**src/rtl/freq_pkg.sv**
```systemverilog
// Shared types and constants for the gated frequency counter.
package freq_pkg;

    typedef logic [3:0] bcd_digit_t;

    typedef enum logic {
        COUNT = 1'b0,
        LATCH = 1'b1
    } state_t;

    localparam bcd_digit_t BCD_MAX             = 4'd9;
    localparam int         DEFAULT_GATE_CYCLES = 100000000;
    localparam int         NUM_DIGITS          = 4;

endpackage

```
**src/rtl/bcd_digit_counter.sv**
```systemverilog
// One BCD decade: counts 0-9 on inc, carry is combinational so a chain ripples in one cycle.
module bcd_digit_counter
    import freq_pkg::*;
(
    input  logic       clk,
    input  logic       reset,
    input  logic       clr,
    input  logic       inc,
    output bcd_digit_t digit,
    output logic       carry
);

    assign carry = inc && (digit == BCD_MAX);

    // NOTE: clocked state uses non-blocking assignments so every flop samples pre-edge values.
    always_ff @(posedge clk or negedge reset) begin
        if (!reset) begin
            digit <= '0;
        end else if (clr) begin
            digit <= '0;
        end else if (inc) begin
            digit <= carry ? '0 : digit + 4'd1;
        end
    end

endmodule

```
**src/rtl/freq_gate_counter.sv**
```systemverilog
// Counts Infreq rising edges over a GATE_CYCLES window and publishes a saturating BCD result.
// Optional macro FREQ_HOLD_EN adds a hold input that freezes the published result.
module freq_gate_counter
    import freq_pkg::*;
#(
    parameter int GATE_CYCLES = DEFAULT_GATE_CYCLES,
    parameter int SYNC_STAGES = 2,
    parameter int DIGITS      = NUM_DIGITS
) (
    input  logic                clk,
    input  logic                reset,
    input  logic                Infreq,
`ifdef FREQ_HOLD_EN
    input  logic                hold,
`endif
    output logic [4*DIGITS-1:0] bcd,
    output logic                ovf,
    output logic                valid
);

    localparam int               CNT_W     = (GATE_CYCLES > 1) ? $clog2(GATE_CYCLES) : 1;
    localparam logic [CNT_W-1:0] GATE_LAST = CNT_W'(GATE_CYCLES - 1);

    logic [SYNC_STAGES-1:0] sync_ff;
    logic                   sync_d;
    logic                   rise;

    always_ff @(posedge clk or negedge reset) begin
        if (!reset) begin
            sync_ff <= '0;
            sync_d  <= 1'b0;
        end else begin
            sync_ff <= {sync_ff[SYNC_STAGES-2:0], Infreq};
            sync_d  <= sync_ff[SYNC_STAGES-1];
        end
    end

    assign rise = sync_ff[SYNC_STAGES-1] && !sync_d;

    state_t           state;
    state_t           state_nxt;
    logic [CNT_W-1:0] gate_cnt;
    logic             gate_done;
    logic             counting;
    logic             latching;
    logic             publish;

    assign gate_done = (gate_cnt == GATE_LAST);
    assign counting  = (state == COUNT);
    assign latching  = (state == LATCH);

`ifdef FREQ_HOLD_EN
    assign publish = latching && !hold;
`else
    assign publish = latching;
`endif

    always_ff @(posedge clk or negedge reset) begin
        if (!reset) begin
            state <= COUNT;
        end else begin
            state <= state_nxt;
        end
    end

    always_comb begin
        // NOTE: default assigned first so every path drives state_nxt and no latch is inferred.
        state_nxt = state;
        case (state)
            COUNT:   if (gate_done) state_nxt = LATCH;
            LATCH:   state_nxt = COUNT;
            default: state_nxt = COUNT;
        endcase
    end

    always_ff @(posedge clk or negedge reset) begin
        if (!reset) begin
            gate_cnt <= '0;
        end else if (latching) begin
            gate_cnt <= '0;
        end else begin
            gate_cnt <= gate_cnt + CNT_W'(1);
        end
    end

    bcd_digit_t          work [DIGITS];
    logic [DIGITS-1:0]   dig_inc;
    logic [DIGITS-1:0]   dig_carry;
    logic [DIGITS-1:0]   dig_max;
    logic [4*DIGITS-1:0] work_bcd;
    logic                all_max;
    logic                count_rise;
    logic                sat_hit;
    logic                ovf_w;

    assign count_rise = counting && rise;
    assign all_max    = &dig_max;

    // The LATCH cycle clears every decade, which is also where a rise is dropped.
    for (genvar i = 0; i < DIGITS; i++) begin : g_digit
        bcd_digit_counter u_digit (
            .clk   (clk),
            .reset (reset),
            .clr   (latching),
            .inc   (dig_inc[i]),
            .digit (work[i]),
            .carry (dig_carry[i])
        );

        assign dig_max[i]         = (work[i] == BCD_MAX);
        assign work_bcd[4*i +: 4] = work[i];

        if (i == 0) begin : g_lsd
            assign dig_inc[i] = count_rise && !all_max;
        end else begin : g_upper
            assign dig_inc[i] = dig_carry[i-1];
        end
    end

    // Saturation is normally caught before the chain; a carry out of the top decade means the same.
    assign sat_hit = (count_rise && all_max) || dig_carry[DIGITS-1];

    always_ff @(posedge clk or negedge reset) begin
        if (!reset) begin
            ovf_w <= 1'b0;
        end else if (latching) begin
            ovf_w <= 1'b0;
        end else if (sat_hit) begin
            ovf_w <= 1'b1;
        end
    end

    always_ff @(posedge clk or negedge reset) begin
        if (!reset) begin
            bcd   <= '0;
            ovf   <= 1'b0;
            valid <= 1'b0;
        end else begin
            valid <= publish;
            if (publish) begin
                bcd <= work_bcd;
                ovf <= ovf_w;
            end
        end
    end

endmodule

```
**config.mk**
```make
export PLATFORM = sky130hd
export DESIGN_NAME = freq_gate_counter
export DESIGN_NICKNAME = d
export VERILOG_FILES = /design/src/rtl/freq_pkg.sv /design/src/rtl/bcd_digit_counter.sv /design/src/rtl/freq_gate_counter.sv
export SDC_FILE = /design/constraint.sdc
export NUM_CORES = 1
export LEC_CHECK = 0
export ABC_AREA = 1
export ABC_CLOCK_PERIOD_IN_PS = 2100
export BUFFER_PORTS_ARGS = -buffer_cell sky130_fd_sc_hd__buf_2
export CORE_MARGIN = 3
export CORE_UTILIZATION = 55
export DETAILED_ROUTE_END_ITERATION = 12
export GPL_ROUTABILITY_DRIVEN = 0
export GPL_TIMING_DRIVEN = 0
export PLACE_DENSITY = 0.79
export RECOVER_POWER = 50
export SYNTH_ARGS = -nofsm -noshare
export SYNTH_HDL_FRONTEND = slang
export SYNTH_SLANG_ARGS = --single-unit
```
**constraint.sdc**
```tcl
create_clock -name clk -period 2.1 [get_ports clk]
set_input_delay 0.42 -clock clk [delete_from_list [all_inputs] [get_ports clk]]
set_output_delay 0.42 -clock clk [all_outputs]
set_load 0.02 [all_outputs]
```
After elaboration in Yosys (flattened, before gate mapping)

Index checks and enable logic that the tools add are counted.

Add/sub/neg operators: 5
Reduce and logical (&&, ||, !) cells: 17
Muxes and demuxes: 17
Bitwise operators: 1
Equal/unequal tests: 5

Operators with widths:

| operator                                                         | number |
|---|---|
| 4-bit two-way mux                                                | 12 |
| 27-bit by 1-bit adder with 27-bit output (second input constant) | 1 |
| 27-bit equality test (second input constant)                     | 1 |
| 27-bit two-way mux                                               | 1 |
| 4-bit by 1-bit adder with 4-bit output (second input constant)   | 4 |
| 4-bit equality test (second input constant)                      | 4 |
| 2-bit nonzero test                                               | 5 |
| 1-bit logical AND                                                | 8 |
| 4-bit AND reduction                                              | 1 |
| 1-bit two-way mux                                                | 3 |
| 1-bit logical NOT                                                | 2 |
| 1-bit case mux with 2 select lines                               | 1 |
| 1-bit logical OR                                                 | 1 |
| 1-bit NOT                                                        | 1 |

Flip-flop bits (word level): 66
Output and inout bits: 18

Depth between registers and ports, before layout

Gate-level depths: netlist (run 1).

Depth after elaboration: 11
Mapped depth: 10
Gate-level depth less buffers: 10

Hierarchy

From an unflattened synthesis (run 1), not the netlist that was laid out.

Cell total of the unflattened synthesis: 474
Area, all modules: 3,525.9 um2

By module, submodules not included:

| module            | seq. area each (um2) | instances | area each (um2) | cells each |
|---|---|---|---|---|
| freq_gate_counter | 1,251.2              | 1         | 2,429.8         | 322 |
| bcd_digit_counter | 100.1                | 4         | 274.0           | 38 |

Worst setup path after synthesis (run 1)

OpenSTA, ideal clock, no wires.

Kind: reg2reg
From: register gate_cnt[0]
To: register gate_cnt[14]
Setup slack: 0.709 ns
Clock period less this slack: 1.391 ns
Path buffers: 0
Data arrival time: 1.272 ns
Cell stages (with the launch flop): 9
Data required time: 1.981 ns
Cell sequence: dfrtp_1 > ha_1 > nand2_2 > nor2_4 > inv_1 > nor3_1 > nand2_1 > nand2_1 > nor2_1

Cells in the longest elaborated chain, start to end: 2

Ends and longest elaborated chain:

| element                                  | line                    | source |
|---|---|---|
| from (decl)                              | freq_gate_counter.sv:42 | `logic [CNT_W-1:0] gate_cnt;` |
| from (signal assigned)                   | freq_gate_counter.sv:82 | `gate_cnt <= gate_cnt + CNT_W'(1);` |
| 27-bit by 1-bit adder with 27-bit output | freq_gate_counter.sv:82 |  |
| 27-bit two-way mux                       | freq_gate_counter.sv:79 | `end else if (latching) begin` |

Every way passes these cells.
A chain may end at the register's enable or synchronous reset.

Worst setup path after layout (run 1)

From: register gate_cnt[0]
To: register gate_cnt[16]

The elaborated chain is that of the path after synthesis.

==> reports/qor.csv, run 1 <==
metric,value,unit
minimum setup slack in the final design,0.326,ns
capturing element type of the critical path,flip-flop,
Final min period,1.77,ns
# placed instances,524,
Post-Route Skew,0.0116,ns
cell type with the highest aggregate area in the netlist,sky130_fd_sc_hd__dfrtp_1,
Antenna Nets Post-Route,0,
Vias per Instance,5.23,
"Seq/Total Area, Yosys",0.487,
vias in the first global route,2713,
compound-gate portion of the synthesized area,0.0546,
first-pass GRT wire length,12400,um
Post-CTS Repair Setup Buffers,0,
synthesis warning total,0,
fin. max-slew vios,67,
GR Overflow Total,0,
proportion of layout cells with a drive suffix above 1,0.141,
depth of the CTS H-tree,3,
DRT Pass-1 Iters,5,
hold-fix buffer count after cts,0,
Highest Clock Rate,564,MHz
max-slew headroom at the worst pin,-0.0649,
synthesized-area fraction occupied by xor and xnor cells,0.0336,
mux share of post-synthesis cell area,0,
via total after detailed routing,2822,
maximum capacitance violations,1,
transition time at the pin with the least slew margin,1.60,ns
full die area,7150,um^2
worst slack after detailed placement,0.362,ns
# diodes,0,
crit path max fanout,6,
CP Data Arrival Time,2.00,ns
R2R cell count,7,
share of the synthesized area in the top cell type,0.487,
Synth Area in Adders,0.0332,
FF/Latch Area,1650,um^2
number of different library cells in the post-synthesis netlist,25,
starting density of the core,0.591,
startpoint of the worst register-to-register path,gate_cnt[0]$_DFF_PN0_,
maximum VDD drop,396,uV
critical path class,reg -> reg,
Post-Syn Nets,444,
area of the core,5740,um^2
highest-count cells in the layout ignoring fill and taps,"125 x sky130_fd_sc_hd__nand2_1, 66 x sky130_fd_sc_hd__dfrtp_1, 65 x sky130_fd_sc_hd__nor2_1",
Final setup violation count,0,
largest net degree at the start of global routing,67,
CTS tree,yes,
Lkg Pwr,1.83,nW
cell area after technology mapping,3390,um^2
Final Power,2.67,mW
Layout Utilization,0.660,
required time of the critical path,2.32,ns
period utilization,0.845,
Global Route Usage Sum,0.214,
violated checks,"max-capacitance violations, max-slew violations",
summed area of non-filler cells in the final layout,3790,um^2
Cell Rows,27,
detailed placement HPWL,5120,um
cell count after synthesis,432,
Worst Hold Class,in -> reg,
per-cell routed wire length,13.1,um
Final Hold Fails,0,
outcome,finished with violations,
DR DRC count,0,
# fillers,492,
Final #Nets,475,
placed cell area,3590,um^2
post-detailed-routing wire length,7090,um
Chip Height,84.5,um
areal power density over the cells,703,nW/um^2
post-cts gate resize count,0,
end of the worst register-to-register path,gate_cnt[16]$_DFF_PN0_,
largest family of logic cells by synthesized area,simple AND/OR/NAND/NOR gates,
clock latency of the later-clocked register in the worst-skew pair,0.35,ns
Sum Neg Setup Slack,0,ns
first-iteration detailed-routing DRC count,195,
Sinks on Clock Net,66,
Mapped Avg Cell Area,7.85,um^2
area of combinational cells with multiple inputs,1520,um^2
setup repair after global routing missed its margin,no,
root buffer selected by CTS,sky130_fd_sc_hd__clkbuf_8,
capture point of the worst path,gate_cnt[16]$_DFF_PN0_,
ranking of synthesized cells by area,"sky130_fd_sc_hd__dfrtp_1 49%, sky130_fd_sc_hd__nand2_1 14%, sky130_fd_sc_hd__nor2_1 7.2%",
area delta synth->final,11.7,%
antenna violations before repair,0,
maximum buffer depth of the clock tree,2,
clock-pin slew reported for the worst setup and hold paths after clock tree synthesis,0.07,ns
Worst Setup SP,gate_cnt[0]$_DFF_PN0_,
area share of and/or/nand/nor cells after synthesis,0.326,
number of primary I/O pins,21,
DIE WIDTH,84.5,um
number of I/O port buffers,20,
hold slack,0.173,ns
Synth Register Bits,66,
most common library cell in the layout ignoring fill and taps,sky130_fd_sc_hd__nand2_1,
Register-to-Register Setup Slack,0.33,ns
final std cells w/o fill,540,
TritonCTS buffer count,9,
Setup crit start kind,flip-flop,
[critical path, stage by stage (launching register included)]
cell,delay [ns]
sky130_fd_sc_hd__dfrtp_1,0.52
sky130_fd_sc_hd__ha_1,0.27
sky130_fd_sc_hd__nand2_1,0.13
sky130_fd_sc_hd__nor2_4,0.20
sky130_fd_sc_hd__nand2_1,0.15
sky130_fd_sc_hd__nor2_1,0.19
sky130_fd_sc_hd__xnor2_1,0.14
sky130_fd_sc_hd__nor2_1,0.05
[report_power, final]
group	total [mW]	switching, mW	internal, mW
Sequential	1.37	0.0516	1.31
Combinational	0.168	0.110	0.0579
Clock	1.13	0.515	0.617
Total	2.67	0.678	1.99
[cell usage after synthesis]
library cell               count
sky130_fd_sc_hd__nand2_1     124
sky130_fd_sc_hd__dfrtp_1      66
sky130_fd_sc_hd__nor2_1       65
sky130_fd_sc_hd__inv_1        44
sky130_fd_sc_hd__o21ai_0      25
sky130_fd_sc_hd__nand3_1      20
sky130_fd_sc_hd__nand4_1      10
sky130_fd_sc_hd__xor2_1       10
sky130_fd_sc_hd__ha_1          9
sky130_fd_sc_hd__nor2_2        9
sky130_fd_sc_hd__nand2_2       8
sky130_fd_sc_hd__a21oi_1       6
sky130_fd_sc_hd__nor3_1        6
sky130_fd_sc_hd__buf_2         4
sky130_fd_sc_hd__inv_2         4
sky130_fd_sc_hd__nand3_2       4
sky130_fd_sc_hd__nor2_4        4
sky130_fd_sc_hd__o21ai_1       3
sky130_fd_sc_hd__xnor2_1       3
sky130_fd_sc_hd__clkbuf_1      2
sky130_fd_sc_hd__o21a_1        2
sky130_fd_sc_hd__buf_1         1
sky130_fd_sc_hd__buf_6         1
sky130_fd_sc_hd__nor3b_1       1
sky130_fd_sc_hd__nor4_1        1
[state kept, by name (all words and copies together) (netlist names)]
name,count
gate_cnt,27
bcd,16
g_digit.u_digit.digit,16
sync_ff,2
latching,1
ovf,1
ovf_w,1
sync_d,1
valid,1
[worst min-delay path by stage]
stage                               startpoint                   end  depth (start not counted)
final                                   Infreq  sync_ff[0]$_DFF_PN0_                          1
after floorplan                          reset    bcd[0]$_DFFE_PN0P_                          0
after global placement    sync_ff[0]$_DFF_PN0_  sync_ff[1]$_DFF_PN0_                          0
after global routing                    Infreq  sync_ff[0]$_DFF_PN0_                          1
after detailed placement  sync_ff[0]$_DFF_PN0_  sync_ff[1]$_DFF_PN0_                          0
after CTS                               Infreq  sync_ff[0]$_DFF_PN0_                          1
[final cells by class]
cell class,instances,area share
Clock buffer,11,0.0399
Clock inverter,5,0.0162
Buffer,8,0.0106
Tap cell,72,0.0238
Sequential cell,66,0.436
Inverter,48,0.0475
Timing Repair Buffer,20,0.0264
Multi-Input combinational cell,310,0.400
[routing by layer]
| metal | vias up | GRT usage | routed length [um] |
|---|---|---|---|
| met5 | - | 0 | 0 |
| met4 | 0 | 0.0964 | 157 |
| met3 | 20 | 0.0491 | 341 |
| met2 | 76 | 0.339 | 3400 |
| met1 | 1311 | 0.281 | 3180 |
| li1 | 1415 | - | - |
[cell families after synthesis]
family | Yosys count
adders and majority gates | 9
and+or+nand+nor | 252
AOI/OAI and AO/OA | 36
xor gates and xnor gates | 13
DFF | 66
buffers and inverters | 56
Note: power is estimated with default switching activity, not from simulation.
==> run 2, diff against run 1 <==
--- a/config.mk
+++ b/config.mk
@@ -5,15 +5,15 @@
 export SDC_FILE = /design/constraint.sdc
 export NUM_CORES = 1
 export LEC_CHECK = 0
-export ABC_AREA = 1
-export ABC_CLOCK_PERIOD_IN_PS = 2100
+export ABC_AREA = 0
+export ABC_CLOCK_PERIOD_IN_PS = 1500
 export BUFFER_PORTS_ARGS = -buffer_cell sky130_fd_sc_hd__buf_2
 export CORE_MARGIN = 3
-export CORE_UTILIZATION = 55
+export CORE_UTILIZATION = 54
 export DETAILED_ROUTE_END_ITERATION = 12
 export GPL_ROUTABILITY_DRIVEN = 0
 export GPL_TIMING_DRIVEN = 0
-export PLACE_DENSITY = 0.79
+export PLACE_DENSITY = 0.81
 export RECOVER_POWER = 50
 export SYNTH_ARGS = -nofsm -noshare
 export SYNTH_HDL_FRONTEND = slang
==> constraint.sdc (replaced) <==
create_clock -name clk -period 1.5 [get_ports clk]
set_input_delay 0.3 -clock clk [delete_from_list [all_inputs] [get_ports clk]]
set_output_delay 0.3 -clock clk [all_outputs]
set_load 0.02 [all_outputs]
==> run 2 against run 1 <==
- the run ends with negative setup slack left
- wire length grew 43%
- worst setup slack got worse by 0.86 ns
- first-iteration DRC count is 10% higher
- clock power is 34% higher
- power grew 47%
- global-route usage rose by 5.8 points
- via count grew 4.7%
- synthesized cell count shrank 32%
- final area rose by 21%
==> reports/qor.csv, run 2 <==
metric,value,unit
outcome,finished with violations,
violated checks,negative setup slack,
antenna violations before repair,0,
Lkg Pwr,2.14,nW
Final Power,3.91,mW
FF/Latch Area,1660,um^2
placed cell area,3400,um^2
most instantiated library cell after synthesis,sky130_fd_sc_hd__dfrtp_1,
mux share of post-synthesis cell area,0.0746,
Post-Route Skew,0.0173,ns
synth cell count leaders,"66 x sky130_fd_sc_hd__dfrtp_1, 24 x sky130_fd_sc_hd__nor2_1, 19 x sky130_fd_sc_hd__mux2_2",
summed area of non-filler cells in the final layout,4600,um^2
Sum Neg Setup Slack,-7.88,ns
ranking of synthesized cells by area,"sky130_fd_sc_hd__dfrtp_1 53%, sky130_fd_sc_hd__mux2_2 6.8%, sky130_fd_sc_hd__ha_1 3.6%",
critical path class,reg -> reg,
CP max stage cell,sky130_fd_sc_hd__dfrtp_1,
asr flop ratio synth,1.00,
number of enable-type register cells in the synthesized netlist,0,
DR DRC count,0,
share of the synthesized area in the top cell type,0.527,
period utilization,1.35,
part of the total power dissipated in sequential elements,0.489,
"Seq/Total Area, Yosys",0.527,
worst slack after detailed placement,-0.592,ns
Mapped Avg Cell Area,10.7,um^2
Vias per Instance,6.27,
area of combinational cells with multiple inputs,1820,um^2
crit path max fanout,7,
register name with the most flops,gate_cnt,
relative contribution of the clock network to total power,0.385,
leading registers by flop count,"gate_cnt x27, bcd x16, g_digit.u_digit.digit x16",
Worst Setup SP,g_digit[0].u_digit.digit[1]$_DFFE_PN0P_,
hold-fix buffer count after cts,0,
via total after detailed routing,2955,
per-cell routed wire length,21.5,um
Final setup violation count,29,
Chip Height,82.2,um
maximum buffer depth of the clock tree,2,
post-detailed-routing wire length,10100,um
Synth Area in Adders,0.0359,
most common library cell in the layout ignoring fill and taps,sky130_fd_sc_hd__buf_4,
CP Data Arrival Time,2.29,ns
library cell appearing most often on the critical path,sky130_fd_sc_hd__buf_6,
Sinks on Clock Net,66,
Post-Syn Nets,306,
CTS tree,yes,
minimum setup slack in the final design,-0.531,ns
cell type with the highest aggregate area in the netlist,sky130_fd_sc_hd__dfrtp_1,
startpoint of the worst register-to-register path,g_digit[0].u_digit.digit[1]$_DFFE_PN0P_,
net switching fraction of the power,0.262,
# fillers,268,
# diodes,0,
crit path cell chain,inv_2 > ha_4 > nand3b_1 > buf_6 > nor4_4 > buf_6 > buf_12 > o31ai_2 > a21oi_1,
net switching power figure,1.03,mW
areal power density over the cells,850,nW/um^2
depth of the CTS H-tree,3,
transition time at the pin with the least slew margin,0.852,ns
detailed placement HPWL,4200,um
Global Route Usage Sum,0.272,
maximum VDD drop,788,uV
required time of the critical path,1.76,ns
area share of and/or/nand/nor cells after synthesis,0.203,
area delta synth->final,46.7,%
proportion of layout cells with a drive suffix above 1,0.521,
root buffer selected by CTS,sky130_fd_sc_hd__clkbuf_8,
TritonCTS buffer count,9,
internal portion of total power,2.89,mW
Highest Clock Rate,492,MHz
Setup crit start kind,flip-flop,
synthesized-area fraction occupied by xor and xnor cells,0.0447,
Cell Rows,27,
DRT Pass-1 Iters,5,
number of primary I/O pins,21,
clock latency of the later-clocked register in the worst-skew pair,0.36,ns
area of the core,5570,um^2
largest family of logic cells by synthesized area,simple AND/OR/NAND/NOR gates,
Final #Nets,407,
Final min period,2.03,ns
Synth Register Bits,66,
setup repair after global routing missed its margin,yes,
starting density of the core,0.563,
first-iteration detailed-routing DRC count,215,
Final Hold Fails,0,
highest-count cells in the layout ignoring fill and taps,"66 x sky130_fd_sc_hd__buf_4, 62 x sky130_fd_sc_hd__dfrtp_1, 20 x sky130_fd_sc_hd__nor2_1, 20 x sky130_fd_sc_hd__buf_2, 18 x sky130_fd_sc_hd__mux2_2",
synthesis warning total,0,
largest incremental delay on the critical path,0.41,ns
GR Overflow Total,0,
DIE WIDTH,82.2,um
number of flip-flops under the largest register name,27,
max-slew headroom at the worst pin,0.432,
most used flip-flop cell after synthesis,sky130_fd_sc_hd__dfrtp_1,
Antenna Nets Post-Route,0,
first-pass GRT wire length,13600,um
capturing element type of the critical path,flip-flop,
Worst Hold Class,in -> async,
fin. max-slew vios,0,
largest net degree at the start of global routing,67,
vias in the first global route,2816,
maximum capacitance violations,0,
number of I/O port buffers,20,
cell area after technology mapping,3140,um^2
number of different library cells in the post-synthesis netlist,40,
cell count after synthesis,294,
Gate power share,0.126,
clock-pin slew reported for the worst setup and hold paths after clock tree synthesis,0.09,ns
full die area,6760,um^2
compound-gate portion of the synthesized area,0.0838,
-- run 2: repair_timing --
action / CTS / global route
gates cloned: 0 / 0
setup endpoints to repair: 49 / 48
setup buffers: 52 / 23
gates resized for setup: 50 / 73
pin swaps: 18 / 35
-- run 2: power by group through the flow --
stage | Combinational [mW] | Clock, mW | Sequential [mW]
final | 0.492 | 1.51 | 1.91
after global routing | 0.524 | 1.60 | 1.92
after CTS | 0.324 | 1.46 | 1.90
after detailed placement | 0.211 | 0 | 1.96
after global placement | 0.187 | 0 | 1.95
after floorplan | 0.133 | 0 | 1.93
-- run 2: critical path, delay by kind of cell, from the launching register on --
kind | cells | cell delay, ns
compound gates | 2 | 0.24
fa+ha+maj | 1 | 0.14
buf+inv | 4 | 0.60
flops | 1 | 0.41
simple gates | 2 | 0.54
-- run 2: through the flow --
stage / std cells / util / hold WS, ns
2_1_floorplan: 294 / - / 0.00441
6_report: 471 / 0.825 / 0.0202
5_1_grt: 471 / 0.825 / 0.0395
3_5_place_dp: 386 / 0.609 / 0.361
3_3_place_gp: 386 / 0.609 / 0.358
4_1_cts: 452 / 0.748 / 0.0575
-- run 2: cell families after synthesis --
| logic type | count (synthesis) |
|---|---|
| fa+ha+maj | 9 |
| mux | 21 |
| compound gates | 43 |
| flops | 66 |
| buf+inv | 25 |
| xor+xnor | 16 |
| simple gates | 114 |
-- run 2: path summary, 6_finish.rpt --
check / endpoint / slack (ns) / cells past startpoint
max reg2reg: g_digit[2].u_digit.digit[1]$_DFFE_PN0P_ / -0.53 / 9
max in group asynchronous: gate_cnt[7]$_DFF_PN0_ / 0.83 / 1
min: sync_d$_DFF_PN0_ / 0.02 / 1
min reg2reg: sync_ff[1]$_DFF_PN0_ / 0.38 / 0
max: g_digit[2].u_digit.digit[1]$_DFFE_PN0P_ / -0.53 / 9
min in group clk: sync_ff[0]$_DFF_PN0_ / 0.06 / 1
-- run 2: cell type report --
class,count,area share
clock inverter,3,0.00870
multi-input combinational,203,0.395
sequential,66,0.360
timing repair buffer,92,0.148
tap,72,0.0196
clock buffer,12,0.0315
buffer,12,0.0280
inverter,11,0.00897
-- run 2: routing by layer --
metal	wire (um)	GRT usage
met5	0	0
met4	502	0.140
met3	703	0.0629
met2	4970	0.429
met1	3930	0.349
==> run 3, diff against run 2 <==
--- a/config.mk
+++ b/config.mk
@@ -13,6 +13,7 @@
 export DETAILED_ROUTE_END_ITERATION = 12
 export GPL_ROUTABILITY_DRIVEN = 0
 export GPL_TIMING_DRIVEN = 0
+export HOLD_SLACK_MARGIN = 0.08
 export PLACE_DENSITY = 0.81
 export RECOVER_POWER = 50
 export SYNTH_ARGS = -nofsm -noshare
==> run 3 against run 2 <==
- the flow still finishes with violations (negative setup slack)
- clock-buffer cell count unchanged
- critical path type unchanged
- sequential share of layout area down 0.078 points
- wire length up 0.23%
- clock skew down 0.0030 ns
- critical path depth unchanged
- power down 0.16%
- sequential power about the same
- global-route usage about the same
- first-iteration DRC count up 20%
==> reports/qor.csv, run 3 (synthesis results as in run 2) <==
metric,value,unit
critical path class,reg -> reg,
post-detailed-routing wire length,10100,um
areal power density over the cells,847,nW/um^2
via total after detailed routing,2977,
Lkg Pwr,2.14,nW
register name with the most flops,gate_cnt,
proportion of layout cells with a drive suffix above 1,0.520,
antenna violations before repair,0,
area of the core,5570,um^2
critical path buffer and inverter count,4,
setup repair after global routing missed its margin,yes,
R2R cell count,9,
relative contribution of the clock network to total power,0.384,
startpoint of the worst register-to-register path,g_digit[0].u_digit.digit[1]$_DFFE_PN0P_,
Final min period,2.02,ns
Post-Route Skew,0.0143,ns
net switching power figure,1.02,mW
Worst Hold Class,in -> async,
clock latency of the later-clocked register in the worst-skew pair,0.36,ns
TritonCTS buffer count,9,
Gate power share,0.126,
max-slew headroom at the worst pin,0.438,
starting density of the core,0.563,
crit path max fanout,7,
Setup crit start kind,flip-flop,
largest incremental delay on the critical path,0.40,ns
worst slack after detailed placement,-0.592,ns
minimum setup slack in the final design,-0.519,ns
violated checks,negative setup slack,
Highest Clock Rate,495,MHz
root buffer selected by CTS,sky130_fd_sc_hd__clkbuf_8,
outcome,finished with violations,
# fillers,267,
period utilization,1.35,
internal portion of total power,2.89,mW
DRT Pass-1 Iters,5,
highest-count cells in the layout ignoring fill and taps,"66 x sky130_fd_sc_hd__buf_4, 62 x sky130_fd_sc_hd__dfrtp_1, 20 x sky130_fd_sc_hd__nor2_1, 20 x sky130_fd_sc_hd__buf_2, 18 x sky130_fd_sc_hd__mux2_2",
Final setup violation count,28,
fin. max-slew vios,0,
CP Data Arrival Time,2.28,ns
capture point of the worst path,g_digit[2].u_digit.digit[1]$_DFFE_PN0P_,
first-pass GRT wire length,13600,um
crit path cell chain,inv_2 > ha_4 > nand3b_1 > buf_6 > nor4_4 > buf_6 > buf_12 > o31ai_2 > a21oi_1,
clock-pin slew reported for the worst setup and hold paths after clock tree synthesis,0.08,ns
per-cell routed wire length,21.5,um
transition time at the pin with the least slew margin,0.844,ns
# diodes,0,
part of the total power dissipated in sequential elements,0.489,
Stages on worst setup path,9,
number of primary I/O pins,21,
maximum capacitance violations,0,
Worst Setup SP,g_digit[0].u_digit.digit[1]$_DFFE_PN0P_,
maximum VDD drop,799,uV
capturing element type of the critical path,flip-flop,
CP max stage cell,sky130_fd_sc_hd__dfrtp_1,
number of I/O port buffers,20,
Crit path max-delay family,buffers and inverters,
library cell appearing most often on the critical path,sky130_fd_sc_hd__buf_6,
leading registers by flop count,"gate_cnt x27, bcd x16, g_digit.u_digit.digit x16",
Sinks on Clock Net,66,
CTS tree,yes,
full die area,6760,um^2
Register-to-Register Setup Slack,-0.52,ns
Vias per Instance,6.31,
maximum buffer depth of the clock tree,2,
Cell Rows,27,
detailed placement HPWL,4200,um
first-iteration detailed-routing DRC count,257,
GR Overflow Total,0,
end of the worst register-to-register path,g_digit[2].u_digit.digit[1]$_DFFE_PN0P_,
Final #Nets,408,
net switching fraction of the power,0.261,
area delta synth->final,47.0,%
DR DRC count,0,
vias in the first global route,2822,
Global Route Usage Sum,0.272,
depth of the CTS H-tree,3,
number of flip-flops under the largest register name,27,
required time of the critical path,1.76,ns
Chip Height,82.2,um
DIE WIDTH,82.2,um
most common library cell in the layout ignoring fill and taps,sky130_fd_sc_hd__buf_4,
Antenna Nets Post-Route,0,
Final Power,3.91,mW
Final Hold Fails,0,
largest net degree at the start of global routing,67,
[run 3: cell count changes in the layout (fill, tap and decap cells not counted), sizes merged]
cell         before  now
dlygate4sd3       0    1
[run 3: per-stage QoR]
stage | cell area [um^2] | cells | util | hold slack (ns) | TNS [ns]
2_1_floorplan | 3200 | 294 | - | 0.00441 | -3.12
3_3_place_gp | 3390 | 386 | 0.609 | 0.358 | -26.27
3_5_place_dp | 3400 | 386 | 0.609 | 0.361 | -21.33
4_1_cts | 4180 | 453 | 0.750 | 0.0844 | -4.36
5_1_grt | 4610 | 472 | 0.827 | 0.0877 | -10.27
6_report | 4610 | 472 | 0.827 | 0.0378 | -7.81
[run 3: final cells by class]
| class | instances | area, um^2 | share of cell area |
|---|---|---|---|
| flip-flops and latches | 66 | 1660 | 0.359 |
| plain buffers | 12 | 129 | 0.0280 |
| clock buffers | 12 | 145 | 0.0315 |
| clock inverters | 3 | 40.0 | 0.00868 |
| inverters | 11 | 41.3 | 0.00896 |
| multi-input cells | 203 | 1820 | 0.394 |
| repair buffers | 93 | 692 | 0.150 |
| well taps | 72 | 90.1 | 0.0195 |
[run 3: power by group through the flow]
| stage | clock network (mW) | logic [mW] | registers [mW] |
|---|---|---|---|
| floorplan | 0 | 0.133 | 1.93 |
| global placement | 0 | 0.187 | 1.95 |
| detailed placement | 0 | 0.211 | 1.96 |
| CTS | 1.46 | 0.326 | 1.90 |
| global route | 1.60 | 0.526 | 1.92 |
| finish | 1.50 | 0.493 | 1.91 |
[run 3: routing by layer]
metal,up-vias,track usage,part of all wire
met4,0,0.140,0.052
met5,-,0,0
li1,1266,-,-
met3,63,0.0629,0.070
met1,1459,0.349,0.39
met2,189,0.430,0.49
[run 3: worst min path at each step]
stage                               from                     end  slack (ns)
floorplan                          reset      bcd[0]$_DFFE_PN0P_       0.004
global placement    sync_ff[0]$_DFF_PN0_    sync_ff[1]$_DFF_PN0_        0.36
detailed placement  sync_ff[0]$_DFF_PN0_    sync_ff[1]$_DFF_PN0_        0.36
CTS                                reset  gate_cnt[23]$_DFF_PN0_        0.08
global route                       reset        sync_d$_DFF_PN0_        0.09
finish                             reset        sync_d$_DFF_PN0_        0.04
[run 3: timing repair]
action | in CTS | in global routing
endpoints found under the setup margin | 49 | 48
hold endpoints to repair | 1 | 0
resized for setup | 50 | 73
hold buffers | 1 | 0
pin swaps | 18 | 35
buffers inserted | 52 | 23
